[config.mk]
export PLATFORM = sky130hd
export DESIGN_NAME = pt2272_output_stage_flat
export DESIGN_NICKNAME = d
export VERILOG_FILES = /design/src/rtl/pt2272_output_stage_if.sv /design/src/rtl/pt2272_output_stage.sv /design/src/flat_wrapper.sv
export SDC_FILE = /design/constraint.sdc
export NUM_CORES = 1
export LEC_CHECK = 0
export ABC_AREA = 1
export BUFFER_PORTS_ARGS = -buffer_cell sky130_fd_sc_hd__buf_4
export CAP_MARGIN = 20
export CORE_MARGIN = 4
export CORE_UTILIZATION = 59
export DETAILED_ROUTE_END_ITERATION = 12
export PLACE_DENSITY_LB_ADDON = 0.15
export SLEW_MARGIN = 20
export SYNTH_ARGS = -nofsm -noshare
export SYNTH_HDL_FRONTEND = slang
export SYNTH_SLANG_ARGS = --single-unit
[constraint.sdc]
create_clock -name osc_clk -period 1.76 [get_ports osc_clk]
set_clock_uncertainty 0.1 [all_clocks]
set_input_delay 0.088 -clock osc_clk [delete_from_list [all_inputs] [get_ports osc_clk]]
set_output_delay 0.088 -clock osc_clk [all_outputs]
set_load 0.02 [all_outputs]
[src/rtl/pt2272_output_stage_if.sv]
// Decoder-to-output-stage bus: decoded nibble and data-valid in, confirmed pins out.
//   d_in      decoded data nibble from the decoder
//   dv_in     decoder data-valid level
//   d_out     confirmed output data
//   vt        valid transmission flag
//   new_data  one-cycle pulse when d_out is loaded
// master = decoder side, slave = output stage.
interface pt2272_output_stage_if;
  logic [3:0] d_in;
  logic       dv_in;
  logic [3:0] d_out;
  logic       vt;
  logic       new_data;

  modport master (
    output d_in,
    output dv_in,
    input  d_out,
    input  vt,
    input  new_data
  );

  modport slave (
    input  d_in,
    input  dv_in,
    output d_out,
    output vt,
    output new_data
  );
endinterface

[src/rtl/pt2272_output_stage.sv]
// PT2272 output stage: confirms consecutive identical frames, drives d_out/vt/new_data.
//   osc_clk  12 kHz oscillator clock, rising edge
//   reset    asynchronous, active-high
//   bus      slave side of pt2272_output_stage_if (d_in, dv_in -> d_out, vt, new_data)
// CONFIRM_FRAMES matching frames raise vt; HOLD_CYCLES of silence drop it.
// LATCH_MODE=1 keeps d_out at its last confirmed value after vt drops.
module pt2272_output_stage #(
  parameter int unsigned CONFIRM_FRAMES = 2,
  parameter int unsigned HOLD_CYCLES    = 1536,
  parameter bit          LATCH_MODE     = 1'b0
) (
  input  logic                  osc_clk,
  input  logic                  reset,
  pt2272_output_stage_if.slave  bus
);

  localparam int unsigned SIL_W   = 12;
  localparam int unsigned MATCH_W = 3;
  localparam logic [SIL_W-1:0]   SIL_MAX    = SIL_W'(HOLD_CYCLES - 1);
  localparam logic [MATCH_W-1:0] MATCH_GOAL = MATCH_W'(CONFIRM_FRAMES);

  typedef enum logic [1:0] {IDLE, CONFIRM, VALID} state_t;

  state_t             state;
  logic               dv_q;
  logic [3:0]         cand;
  logic [MATCH_W-1:0] match_cnt;
  logic [SIL_W-1:0]   silence_cnt;
  logic [3:0]         d_out_q;
  logic               vt_q;
  logic               new_data_q;

  logic               frame_evt;
  logic               at_limit;
  logic               timeout;
  logic               cand_hit;
  logic [MATCH_W-1:0] match_nxt;

  // Only the rising edge of dv_in marks a frame; a frame beats a coincident timeout.
  assign frame_evt = bus.dv_in & ~dv_q;
  assign at_limit  = (silence_cnt == SIL_MAX);
  assign timeout   = at_limit & ~frame_evt;
  assign cand_hit  = (bus.d_in == cand);
  assign match_nxt = match_cnt + MATCH_W'(1);

  // Confirmation FSM with registered outputs.
  always_ff @(posedge osc_clk or posedge reset) begin
    if (reset) begin
      state       <= IDLE;
      dv_q        <= 1'b0;
      cand        <= 4'd0;
      match_cnt   <= '0;
      silence_cnt <= '0;
      d_out_q     <= 4'd0;
      vt_q        <= 1'b0;
      new_data_q  <= 1'b0;
    end else begin
      dv_q       <= bus.dv_in;
      new_data_q <= 1'b0;

      // Silence counter saturates while a transmission is tracked; frames restart it.
      if (frame_evt) begin
        silence_cnt <= '0;
      end else if ((state != IDLE) && !at_limit) begin
        silence_cnt <= silence_cnt + SIL_W'(1);
      end

      case (state)
        IDLE: begin
          silence_cnt <= '0;
          if (frame_evt) begin
            cand      <= bus.d_in;
            match_cnt <= MATCH_W'(1);
            if (CONFIRM_FRAMES == 1) begin
              d_out_q    <= bus.d_in;
              vt_q       <= 1'b1;
              new_data_q <= 1'b1;
              state      <= VALID;
            end else begin
              state <= CONFIRM;
            end
          end
        end

        CONFIRM: begin
          if (frame_evt) begin
            if (cand_hit) begin
              match_cnt <= match_nxt;
              if (match_nxt == MATCH_GOAL) begin
                d_out_q    <= cand;
                vt_q       <= 1'b1;
                new_data_q <= 1'b1;
                state      <= VALID;
              end
            end else begin
              cand      <= bus.d_in;
              match_cnt <= MATCH_W'(1);
            end
          end else if (timeout) begin
            match_cnt   <= '0;
            silence_cnt <= '0;
            state       <= IDLE;
          end
        end

        VALID: begin
          if (frame_evt) begin
            // A matching frame only refreshes the silence counter.
            if (!cand_hit) begin
              vt_q      <= 1'b0;
              cand      <= bus.d_in;
              match_cnt <= MATCH_W'(1);
              state     <= CONFIRM;
              if (!LATCH_MODE) d_out_q <= 4'd0;
            end
          end else if (timeout) begin
            vt_q        <= 1'b0;
            match_cnt   <= '0;
            silence_cnt <= '0;
            state       <= IDLE;
            if (!LATCH_MODE) d_out_q <= 4'd0;
          end
        end

        default: begin
          state <= IDLE;
        end
      endcase
    end
  end

  assign bus.d_out    = d_out_q;
  assign bus.vt       = vt_q;
  assign bus.new_data = new_data_q;

endmodule

[src/flat_wrapper.sv]
// flat-port wrapper written by rule: the top's interface ports become plain ports
module pt2272_output_stage_flat 
#(
  parameter int unsigned CONFIRM_FRAMES = 2,
  parameter int unsigned HOLD_CYCLES    = 1536,
  parameter bit          LATCH_MODE     = 1'b0
)
  (osc_clk, reset, bus_d_in, bus_dv_in, bus_d_out, bus_vt, bus_new_data);
  pt2272_output_stage_if bus_i ();
  input  logic osc_clk;
  input  logic reset;
  input wire logic [$bits(bus_i.d_in)-1:0] bus_d_in;
  input wire logic [$bits(bus_i.dv_in)-1:0] bus_dv_in;
  output wire logic [$bits(bus_i.d_out)-1:0] bus_d_out;
  output wire logic [$bits(bus_i.vt)-1:0] bus_vt;
  output wire logic [$bits(bus_i.new_data)-1:0] bus_new_data;
  assign bus_i.d_in = bus_d_in;
  assign bus_i.dv_in = bus_dv_in;
  assign bus_d_out = bus_i.d_out;
  assign bus_vt = bus_i.vt;
  assign bus_new_data = bus_i.new_data;
  pt2272_output_stage #(.CONFIRM_FRAMES(CONFIRM_FRAMES), .HOLD_CYCLES(HOLD_CYCLES), .LATCH_MODE(LATCH_MODE)) u_core (.osc_clk(osc_clk), .reset(reset), .bus(bus_i));
endmodule
After elaboration in Yosys (flattened, before gate mapping)

Cells that the tools add are included.
W data, S select, Z words.

Flip-flop bits (word level): 28
Bits of input ports: 7
Output and inout port bits: 6
Word-level logic and storage cells: 83

Add/sub/neg operators: 2
Equality and inequality tests: 15
Multiplexer cells: 42
Bitwise logic cells: 4
Reductions and logical operators: 12

Operators by type and width:

| operator                | number |
|---|---|
| $mux W12                | 4 |
| $mux W4                 | 9 |
| $pmux W12 S2            | 1 |
| $mux W3                 | 6 |
| $pmux W4 S2             | 2 |
| $mux W2                 | 7 |
| $add A12 B1 Y12 const B | 1 |
| $eq A12 B11 Y1 const B  | 1 |
| $mux W1                 | 10 |
| $ne A2 B1 Y1 const B    | 5 |
| $ne A3 B3 Y1 const B    | 3 |
| $pmux W3 S3             | 1 |
| $reduce_and A4 Y1       | 2 |
| $pmux W2 S3             | 1 |
| $reduce_and A6 Y1       | 1 |
| $reduce_bool A2 Y1      | 3 |
| $eq A4 B4 Y1            | 1 |
| $add A3 B1 Y3 const B   | 1 |
| $eq A3 B2 Y1 const B    | 1 |
| $ne A3 B1 Y1 const B    | 1 |
| $reduce_and A3 Y1       | 1 |
| $reduce_bool A3 Y1      | 1 |
| $and A1 B1 Y1           | 2 |
| $eq A2 B1 Y1 const B    | 1 |
| 8 further kinds         | 9 |

Depth between registers and ports, before layout

Gate-level depths: netlist of run 1.

Word-level depth: 8
Depth in mapped cells: 10
Mapped depth without buffers: 10

Worst setup path before layout of run 1

Ideal clock, no wire load.

Path kind: register to register
Start: register u_core.silence_cnt[0]
End: register u_core.silence_cnt[11]
Library setup time: 0.124 ns
Data arrival time: 1.330 ns
Data required time: 1.536 ns
Slack: 0.206 ns
Cell stages (with the launch flop): 10
Path buffers: 1
Clock period less this slack: 1.554 ns
Cell sequence: dfrtp_1 ha_1 nand3_4 nor2_4 nand3_4 nand2_1 nand2_1 nand2_1 buf_2 nor3_1

Word-level cells in the longest chain between the ends: 8
Elaborated cells between the ends (all ways): 10
Classes of those cells: 1 x add/sub; 1 x eq/ne; 5 x mux; 1 x bitwise; 2 x reduce/logical

Ends and longest elaborated chain:

| item                                                    | line                      | text |
|---|---|---|
| start, declared                                         | pt2272_output_stage.sv:28 | `logic [SIL_W-1:0] silence_cnt;` |
| start signal, assigned                                  | pt2272_output_stage.sv:65 | `silence_cnt <= silence_cnt + SIL_W'(1);` |
| branches (longest 7 deep; another with $add A12 B1 Y12) | -                         |  |
| $pmux W12 S2 (*)                                        | pt2272_output_stage.sv:68 | `case (state)` |

Every way passes the cells marked *.
A chain may end at the register's enable or synchronous reset.

Worst setup path after layout of run 1

Start: register u_core.match_cnt[0]
End: register u_core.d_out_q[2] (netlist: u_core.bus.d_out[2])

Word-level cells in the longest chain between the ends: 4

Ends and longest elaborated chain:

| item                               | line                      | text |
|---|---|---|
| start, declared                    | pt2272_output_stage.sv:27 | `logic [MATCH_W-1:0] match_cnt;` |
| start signal, assigned             | pt2272_output_stage.sv:88 | `match_cnt <= match_nxt;` |
| $add A3 B1 Y3                      | pt2272_output_stage.sv:44 | `assign match_nxt = match_cnt + MATCH_W'(1);` |
| $eq A3 B2 Y1                       | pt2272_output_stage.sv:89 | `if (match_nxt == MATCH_GOAL) begin` |
| $ne A2 B1 Y1 (no source line)      | -                         |  |
| $reduce_and A6 Y1 (no source line) | -                         |  |
| end signal, assigned               | pt2272_output_stage.sv:75 | `d_out_q <= bus.d_in;` |
| end signal, assigned               | pt2272_output_stage.sv:90 | `d_out_q <= cand;` |
| end, declared                      | pt2272_output_stage.sv:29 | `logic [3:0] d_out_q;` |

Every way passes these cells.

==> flow_metrics.env, run 1 <==
export IMPL_cts_root_buffer="clkbuf_4"
export IMPL_rsz0062_at_grt="true"
export IMPL_min_path_type="in -> async"
export IMPL_fp_dieW_um=63.3
export IMPL_post_dp_cell_area_um2=1980
export IMPL_fp_dieH_um=63.3
export IMPL_wl_per_cell_um=12.3
export IMPL_start_util_pct=63.7
export IMPL_synth_main_ff_cell="dfrtp_1"
export IMPL_cp_max_fo=5
export IMPL_tritoncts="yes"
export IMPL_nFillCells=219
export IMPL_relSlewSlack_pct=75.9
export IMPL_grt_pass1_wl_mm=7.02
export IMPL_num_vias=1645
export IMPL_p_leak_nw=1.10
export IMPL_cts_sinks=28
export IMPL_postSynthCellCount=250
export IMPL_htreeDepth=1
export IMPL_outcome="finished clean"
export IMPL_synth_top_area_share_pct=38.9
export IMPL_syn_cell_area_um2=1800
export IMPL_first_pass_iters=4
export IMPL_first_global_vias=1666
export IMPL_ys_types=26
export IMPL_dp_hpwl_mm=2.81
export IMPL_worstMarginPinSlew_ns=0.362
export IMPL_drt_iter0_markers=91
export IMPL_area_growth_syn_to_layout_pct=20.6
export IMPL_fin_crit_sh_pct=95.0
export IMPL_fin_tns_setup_ns=0
export IMPL_insertion_delay_ns=0.33
export IMPL_final_nets=296
export IMPL_drt_wl_total_mm=3.82
export IMPL_final_area_um2=2170
export IMPL_critPathArrivalTime_ns=1.81
export IMPL_maxSlewViolCount=0
export IMPL_startpoint_type="flip-flop"
export IMPL_drive_gt1_share_pct=21.7
export IMPL_numCtsBuffers=3
export IMPL_setup_viol=0
export IMPL_synthTopCellsByCount="82 x nand2_1, 33 x inv_1, 28 x dfrtp_1, 25 x nor2_1, 12 x nand3_1"
export IMPL_port_buffers=12
export IMPL_synth_fp_nets=264
export IMPL_avgViaCountPerCell=5.27
export IMPL_synth_area_leader_cell="dfrtp_1"
export IMPL_fmax_mhz=598
export IMPL_maxCapViolCount=0
export IMPL_fin_crit_ns=1.67
export IMPL_clock_path_buffers=2
export IMPL_ir_worst_vdd_uv=814
export IMPL_grt_antenna_before_repair=0
export IMPL_hold_viol_final=0
export IMPL_postRouteAntennaNets=0
export IMPL_cp_end_kind="flip-flop"
export IMPL_synth_most_common_cell="nand2_1"
export IMPL_synth_edf_count=0
export IMPL_rows=19
export IMPL_core_area_um2=2830
export IMPL_gr_total_overflow=0
export IMPL_antenna_cells=0
export IMPL_design_portCount=13
export IMPL_cp_required_ns=1.90
export IMPL_drc=0
export IMPL_grt_max_degree=29
export IMPL_finish_utilization_pct=76.9
export IMPL_synth_area_top_cells="dfrtp_1 39%, nand2_1 17%, inv_1 6.9%"
export IMPL_gp_congestion=0.876
export IMPL_critPathKind="reg -> reg"
export IMPL_async_reset_ff_share_pct=100
export IMPL_yosysWarningCount=0
export IMPL_grt_usage_pct=21.2
export IMPL_powerDensity_nw_per_um2=1340
export IMPL_synth_seq_area_share_pct=38.9
export IMPL_avgSynthCellArea_um2=7.21
export IMPL_ys_ff_latch=28
export IMPL_die_area_um2=4000
export IMPL_clk_pin_slew_ns=0.15
## power breakdown
| part | internal, mW | total (mW) | switching [mW] |
|---|---|---|---|
| logic | 0.643 | 1.64 | 0.994 |
| registers | 0.813 | 0.955 | 0.142 |
| clock network | 0.127 | 0.321 | 0.194 |
| total | 1.58 | 2.91 | 1.33 |
## worst max-delay path: stages (launching register included)
cell     delay [ns]
dfrtp_1        0.44
ha_1           0.24
xnor2_2        0.19
nand4_1        0.21
nand2_1        0.17
nand3_4        0.10
nand2_1        0.08
nand2_1        0.06
## path summary, 6_finish.rpt
| path | startpoint | end | slack (ns) | depth (start not counted) |
|---|---|---|---|---|
| setup / recovery | u_core.match_cnt[0]$_DFFE_PP0P_ | u_core.bus.d_out[2]$_DFFE_PP0P_ | 0.09 | 7 |
| hold / removal | reset | u_core.silence_cnt[6]$_DFF_PP0_ | 0.25 | 4 |
| setup reg to reg | u_core.match_cnt[0]$_DFFE_PP0P_ | u_core.bus.d_out[2]$_DFFE_PP0P_ | 0.09 | 7 |
| hold reg to reg | u_core.bus.d_out[0]$_DFFE_PP0P_ | u_core.bus.d_out[0]$_DFFE_PP0P_ | 0.40 | 2 |
| max in group asynchronous | reset | u_core.silence_cnt[0]$_DFF_PP0_ | 1.03 | 4 |
| min in group osc_clk | bus_dv_in | u_core.dv_q$_DFF_PP0_ | 0.31 | 2 |
## per-stage QoR
stage	setup slack [ns]	power (mW)	hold WS, ns	cells
final	0.0883	2.91	0.250	312
after global routing	-0.0196	3.19	0.303	312
after CTS	0.00381	2.75	0.261	308
after detailed placement	0.0133	2.41	0.0832	297
after global placement	0.0714	2.38	0.0803	297
after floorplan	0.206	2.02	0.0194	250
## registers in the layout, summed over array words and instances (netlist names)
register and cells:
u_core.cand 4, u_core.bus.d_out 4, u_core.silence_cnt 12, u_core.bus.new_data 1, u_core.state 2, u_core.dv_q 1
u_core.match_cnt 3, u_core.bus.vt 1
## kinds of logic after synthesis
group                      count (synthesis)  share of synthesized area, %
DFF                                       28                          38.9
xor gates and xnor gates                   6                          2.91
and+or+nand+nor                          144                          36.8
adders and majority gates                  7                          4.86
buffers and inverters                     39                          8.67
AOI/OAI and AO/OA                         26                          7.91
## per-layer routing
layer / wire (µm) / GRT usage [%] / vias up
li1: - / - / 843
met1: 1650 / 25.7 / 759
met2: 1980 / 38.1 / 36
met3: 137 / 3.20 / 7
met4: 51 / 7.28 / 0
met5: 0 / 0 / -
## placed cells by master, fill, tap and decap left out, types with 5 or more instances in the layout
cell	count
dlygate4sd3_1	6
o21ai_0	8
nor2_1	22
inv_2	7
nor2_2	5
buf_4	23
nand2_1	82
dfrtp_1	27
nor3_1	6
a21oi_1	10
inv_1	29
nand3_1	12
## area by class of cell
class / instances / area [µm²] / area share (%)
flip-flops and latches: 28 / 702 / 32.3
repair buffers: 30 / 253 / 11.6
inverters: 36 / 135 / 6.21
clock buffers: 4 / 36.3 / 1.67
well taps: 31 / 38.8 / 1.78
multi-input cells: 183 / 1010 / 46.4
## repair_timing
action	in CTS	in global routing
hold buffers	6	0
setup endpoints to repair	2	25
buffers inserted	1	4
pin swaps	0	4
gates resized for setup	0	17
hold endpoints to repair	33	0
gates cloned	0	0
(Power assumes the default switching activity.)
==> run 2, diff against run 1 <==
- ABC_AREA: 1 -> not set
==> flow_metrics.env, run 2 <==
export IMPL_ys_types=37
export IMPL_grt_max_degree=29
export IMPL_ys_ff_latch=28
export IMPL_synth_most_common_cell="dfrtp_1"
export IMPL_place_ws_ns=-0.291
export IMPL_synth_area_leader_cell="dfrtp_1"
export IMPL_fp_dieW_um=60.7
export IMPL_port_buffers=12
export IMPL_cts_sinks=28
export IMPL_clock_path_buffers=2
export IMPL_outcome="did not finish"
export IMPL_error="[ERROR DPL-0038] Utilization greater than 100%, impossible to legalize"
export IMPL_cts_root_buffer="clkbuf_4"
export IMPL_synth_area_top_cells="dfrtp_1 43%, mux2_2 6.9%, xnor2_1 6.4%"
export IMPL_avgSynthCellArea_um2=9.75
export IMPL_grt_worst_endpoint="u_core.bus.d_out[2]$_DFFE_PP0P_/D"
export IMPL_start_util_pct=63.8
export IMPL_syn_cell_area_um2=1640
export IMPL_gp_congestion=0.897
export IMPL_fp_dieH_um=60.7
export IMPL_synthTopCellsByCount="28 x dfrtp_1, 20 x nor2_1, 12 x xnor2_1, 11 x nand2_1, 10 x mux2_2"
export IMPL_yosysWarningCount=0
export IMPL_design_portCount=13
export IMPL_lastStage="global routing"
export IMPL_htreeDepth=1
export IMPL_synth_main_ff_cell="dfrtp_1"
export IMPL_synth_seq_area_share_pct=42.8
export IMPL_worst_endpoint_kind="sequential cell input"
export IMPL_postSynthCellCount=168
export IMPL_synth_fp_nets=182
export IMPL_synth_top_area_share_pct=42.8
export IMPL_async_reset_ff_share_pct=100
export IMPL_dp_hpwl_mm=3.11
export IMPL_numCtsBuffers=3
export IMPL_synth_edf_count=0
export IMPL_rows=18
run 2: changes by cell type after synthesis, moves of 5 or more:
cell	previous run	this run
nand2_1	82	11
inv_1	33	6
mux2_2	0	10
xnor2_1	2	12
nand3_1	12	5
nor2b_1	0	6
nor2_1	25	20
run 2: logic make-up after synthesis:
logic type / after synthesis / synth area share (%)
and+or+nand+nor: 69 / 23.0
AOI/OAI and AO/OA: 28 / 11.4
DFF: 28 / 42.8
xor gates and xnor gates: 15 / 8.02
buffers and inverters: 11 / 2.60
muxes: 10 / 6.88
adders and majority gates: 7 / 5.35
run 2: what timing repair did:
action	in CTS
resized for setup	26
endpoints found under the hold margin	33
endpoints found under the setup margin	26
hold buffers	6
setup buffers	8
pin swaps	10
run 2: metrics by stage:
step	std cells	instance area (µm²)	hold slack (ns)	TNS (ns)	util, %
4_1_cts	265	2360	0.187	-3.52	92.0
3_5_place_dp	248	2100	0.0902	-3.81	81.7
3_3_place_gp	248	2100	0.0730	-1.42	81.7
2_1_floorplan	168	1670	0.0194	-0.968	-
==> run 3, diff against run 2 <==
- CORE_UTILIZATION: 59 -> 40
==> flow_metrics.env, run 3 <==
export IMPL_synth_area_leader_cell="dfrtp_1"
export IMPL_cts_sinks=28
export IMPL_min_from="bus_d_in[3]"
export IMPL_startpoint_type="flip-flop"
export IMPL_synth_main_ff_cell="dfrtp_1"
export IMPL_largest_reg_flops=12
export IMPL_avgViaCountPerCell=5.36
export IMPL_rsz0062_at_grt="true"
export IMPL_hold_viol_final=0
export IMPL_synthTopCellsByCount="28 x dfrtp_1, 20 x nor2_1, 12 x xnor2_1, 11 x nand2_1, 10 x mux2_2"
export IMPL_core_area_um2=3800
export IMPL_ys_types=37
export IMPL_gr_total_overflow=0
export IMPL_setup_viol=24
export IMPL_cp_required_ns=1.89
export IMPL_dp_cells=267
export IMPL_grt_usage_pct=17.3
export IMPL_internal_power_mw=2.31
export IMPL_maxSlewViolCount=0
export IMPL_drive_gt1_share_pct=45.8
export IMPL_seqCellArea_um2=701
export IMPL_outcome="complete, but fails checks"
export IMPL_min_path_type="in -> reg"
export IMPL_insertion_delay_ns=0.28
export IMPL_htreeDepth=1
export IMPL_powerDensity_nw_per_um2=1460
export IMPL_met2_length_mm=2.39
export IMPL_relSlewSlack_pct=75.1
export IMPL_drt_iter0_markers=75
export IMPL_fin_crit_sh_pct=114
export IMPL_start_util_pct=43.1
export IMPL_drc=0
export IMPL_maxCapViolCount=0
export IMPL_antenna_cells=0
export IMPL_wl_met1_mm=2.13
export IMPL_slowest_stage="or4_4"
export IMPL_wl_per_cell_um=16.0
export IMPL_multi_input_area_um2=1040
export IMPL_top_layer="met4"
export IMPL_num_vias=1592
export IMPL_cp_max_fo=6
export IMPL_violations="negative setup slack"
export IMPL_wl_met3_um=154
export IMPL_reg2reg_slack_ns=-0.25
export IMPL_yosysWarningCount=0
export IMPL_critPathArrivalTime_ns=2.14
export IMPL_cp_end_kind="flip-flop"
export IMPL_rows=22
export IMPL_nFillCells=294
export IMPL_die_area_um2=5180
export IMPL_fp_dieH_um=72.0
export IMPL_postSynthCellCount=168
export IMPL_postRouteAntennaNets=0
export IMPL_synth_fp_nets=182
export IMPL_clock_path_buffers=2
export IMPL_place_ws_ns=-0.236
export IMPL_reg2regPathDepth=8
export IMPL_worstMarginPinSlew_ns=0.370
export IMPL_numCtsBuffers=3
export IMPL_final_cell_mix="67 x buf_4, 28 x dfrtp_1, 19 x nor2_1, 12 x xnor2_1, 11 x nand2_1"
export IMPL_grt_pass1_wl_mm=7.16
export IMPL_hold_depth=5
export IMPL_switching_share_pct=37.9
export IMPL_synth_seq_area_share_pct=42.8
export IMPL_port_buffers=12
export IMPL_final_area_um2=2540
export IMPL_grt_max_degree=29
export IMPL_pwr_share_clk_pct=11.3
export IMPL_fin_crit_ns=2.01
export IMPL_synth_edf_count=0
export IMPL_timing_rr_end="u_core.state[0]$_DFFE_PP0P_"
export IMPL_ys_ff_latch=28
export IMPL_avgSynthCellArea_um2=9.75
export IMPL_critical_path_cell_chain="ha_4, nand3_4, nor4_4, buf_4, buf_8, or4_4, a21oi_2, mux2_2"
export IMPL_first_global_vias=1565
export IMPL_p_comb_share_pct=63.7
export IMPL_hold_end="u_core.match_cnt[1]$_DFFE_PP0P_"
export IMPL_fp_dieW_um=72.0
export IMPL_dp_hpwl_mm=2.90
export IMPL_first_pass_iters=4
export IMPL_seq_power_share_pct=25.1
export IMPL_synth_area_top_cells="dfrtp_1 43%, mux2_2 6.9%, xnor2_1 6.4%"
export IMPL_timing_final_ws_setup_ns=-0.248
export IMPL_r2r_start="u_core.silence_cnt[1]$_DFF_PP0_"
export IMPL_ir_worst_vdd_uv=922
export IMPL_fmax_mhz=498
export IMPL_final_cells=297
export IMPL_gp_congestion=0.873
export IMPL_max_stage_delay_ns=0.51
export IMPL_clk_pin_slew_ns=0.11
export IMPL_synth_top_area_share_pct=42.8
export IMPL_p_sw_mw=1.41
export IMPL_final_nets=264
export IMPL_tritoncts="yes"
export IMPL_area_growth_syn_to_layout_pct=55.3
export IMPL_post_dp_cell_area_um2=2120
export IMPL_drt_wl_total_mm=4.75
export IMPL_async_reset_ff_share_pct=100
export IMPL_final_common_cell="buf_4"
export IMPL_syn_cell_area_um2=1640
export IMPL_p_leak_nw=1.12
export IMPL_regMostFlops="u_core.silence_cnt"
export IMPL_synth_most_common_cell="dfrtp_1"
export IMPL_cts_root_buffer="clkbuf_8"
export IMPL_design_portCount=13
export IMPL_critPathKind="reg -> reg"
export IMPL_grt_antenna_before_repair=0
==> run 3: power by group through the flow <==
| stage | logic (mW) | clock network (mW) | registers, mW |
|---|---|---|---|
| 5_1_grt | 2.55 | 0.452 | 0.948 |
| 3_3_place_gp | 1.71 | 0 | 0.917 |
| 4_1_cts | 2.08 | 0.419 | 0.917 |
| 3_5_place_dp | 1.75 | 0 | 0.930 |
| 6_report | 2.37 | 0.419 | 0.934 |
| 2_1_floorplan | 0.991 | 0 | 0.984 |
==> run 3: worst max path at each step <==
stage	slack, ns	from	end	cells past startpoint
4_1_cts	-0.25	u_core.silence_cnt[1]$_DFF_PP0_	u_core.bus.d_out[3]$_DFFE_PP0P_	7
2_1_floorplan	-0.20	u_core.silence_cnt[11]$_DFF_PP0_	u_core.bus.d_out[0]$_DFFE_PP0P_	5
3_3_place_gp	-0.18	u_core.silence_cnt[11]$_DFF_PP0_	u_core.bus.d_out[3]$_DFFE_PP0P_	5
3_5_place_dp	-0.24	u_core.silence_cnt[1]$_DFF_PP0_	u_core.bus.d_out[2]$_DFFE_PP0P_	6
5_1_grt	-0.30	u_core.silence_cnt[1]$_DFF_PP0_	u_core.state[0]$_DFFE_PP0P_	8
6_report	-0.25	u_core.silence_cnt[1]$_DFF_PP0_	u_core.state[0]$_DFFE_PP0P_	8
==> run 3: what timing repair did <==
action / 4_1_cts / 5_1_grt
gates cloned: 0 / 1
hold buffers: 6 / 0
endpoints found under the setup margin: 26 / 26
endpoints found under the hold margin: 33 / 0
pin swaps: 13 / 10
buffers inserted: 9 / 11
gates resized for setup: 22 / 28
==> run 3: area by class of cell <==
| class | instances | area share, % |
|---|---|---|
| multi-input cells | 129 | 40.8 |
| flip-flops and latches | 28 | 27.5 |
| repair buffers | 82 | 26.3 |
| well taps | 48 | 2.36 |
| clock buffers | 4 | 2.16 |
| inverters | 6 | 0.885 |
==> run 3: logic make-up (layout without fill, tap and decap cells) <==
logic type | after synthesis | count (layout) | share of synthesized area (%)
buffers and inverters | 11 | 92 | 2.60
xor gates and xnor gates | 15 | 15 | 8.02
DFF | 28 | 28 | 42.8
muxes | 10 | 10 | 6.88
and+or+nand+nor | 69 | 69 | 23.0
AOI/OAI and AO/OA | 28 | 28 | 11.4
adders and majority gates | 7 | 7 | 5.35
==> run 3: worst max-delay path, delay by kind of cell, from the launching register on <==
kind / cells / cell delay [ns]
buf+inv: 2 / 0.27
flops: 1 / 0.44
compound gates: 1 / 0.15
mux: 1 / 0.15
fa+ha+maj: 1 / 0.20
simple gates: 3 / 0.63
==> run 3: through the flow <==
stage               power [mW]  hold slack, ns  util, %  TNS (ns)
finish                    3.72           0.268     67.0     -2.85
global route              3.95           0.303     67.0     -4.88
CTS                       3.41           0.258     62.2     -3.18
detailed placement        2.68          0.0847     55.7     -3.03
global placement          2.62          0.0802     55.7     -2.20
floorplan                 1.97          0.0194        -    -0.968
==> run 3: routing by layer <==
metal  GRT usage (%)  vias up
met3            2.63        8
met1            22.9      798
li1                -      750
met5               0        -
met2            28.9       36
met4            6.05        0
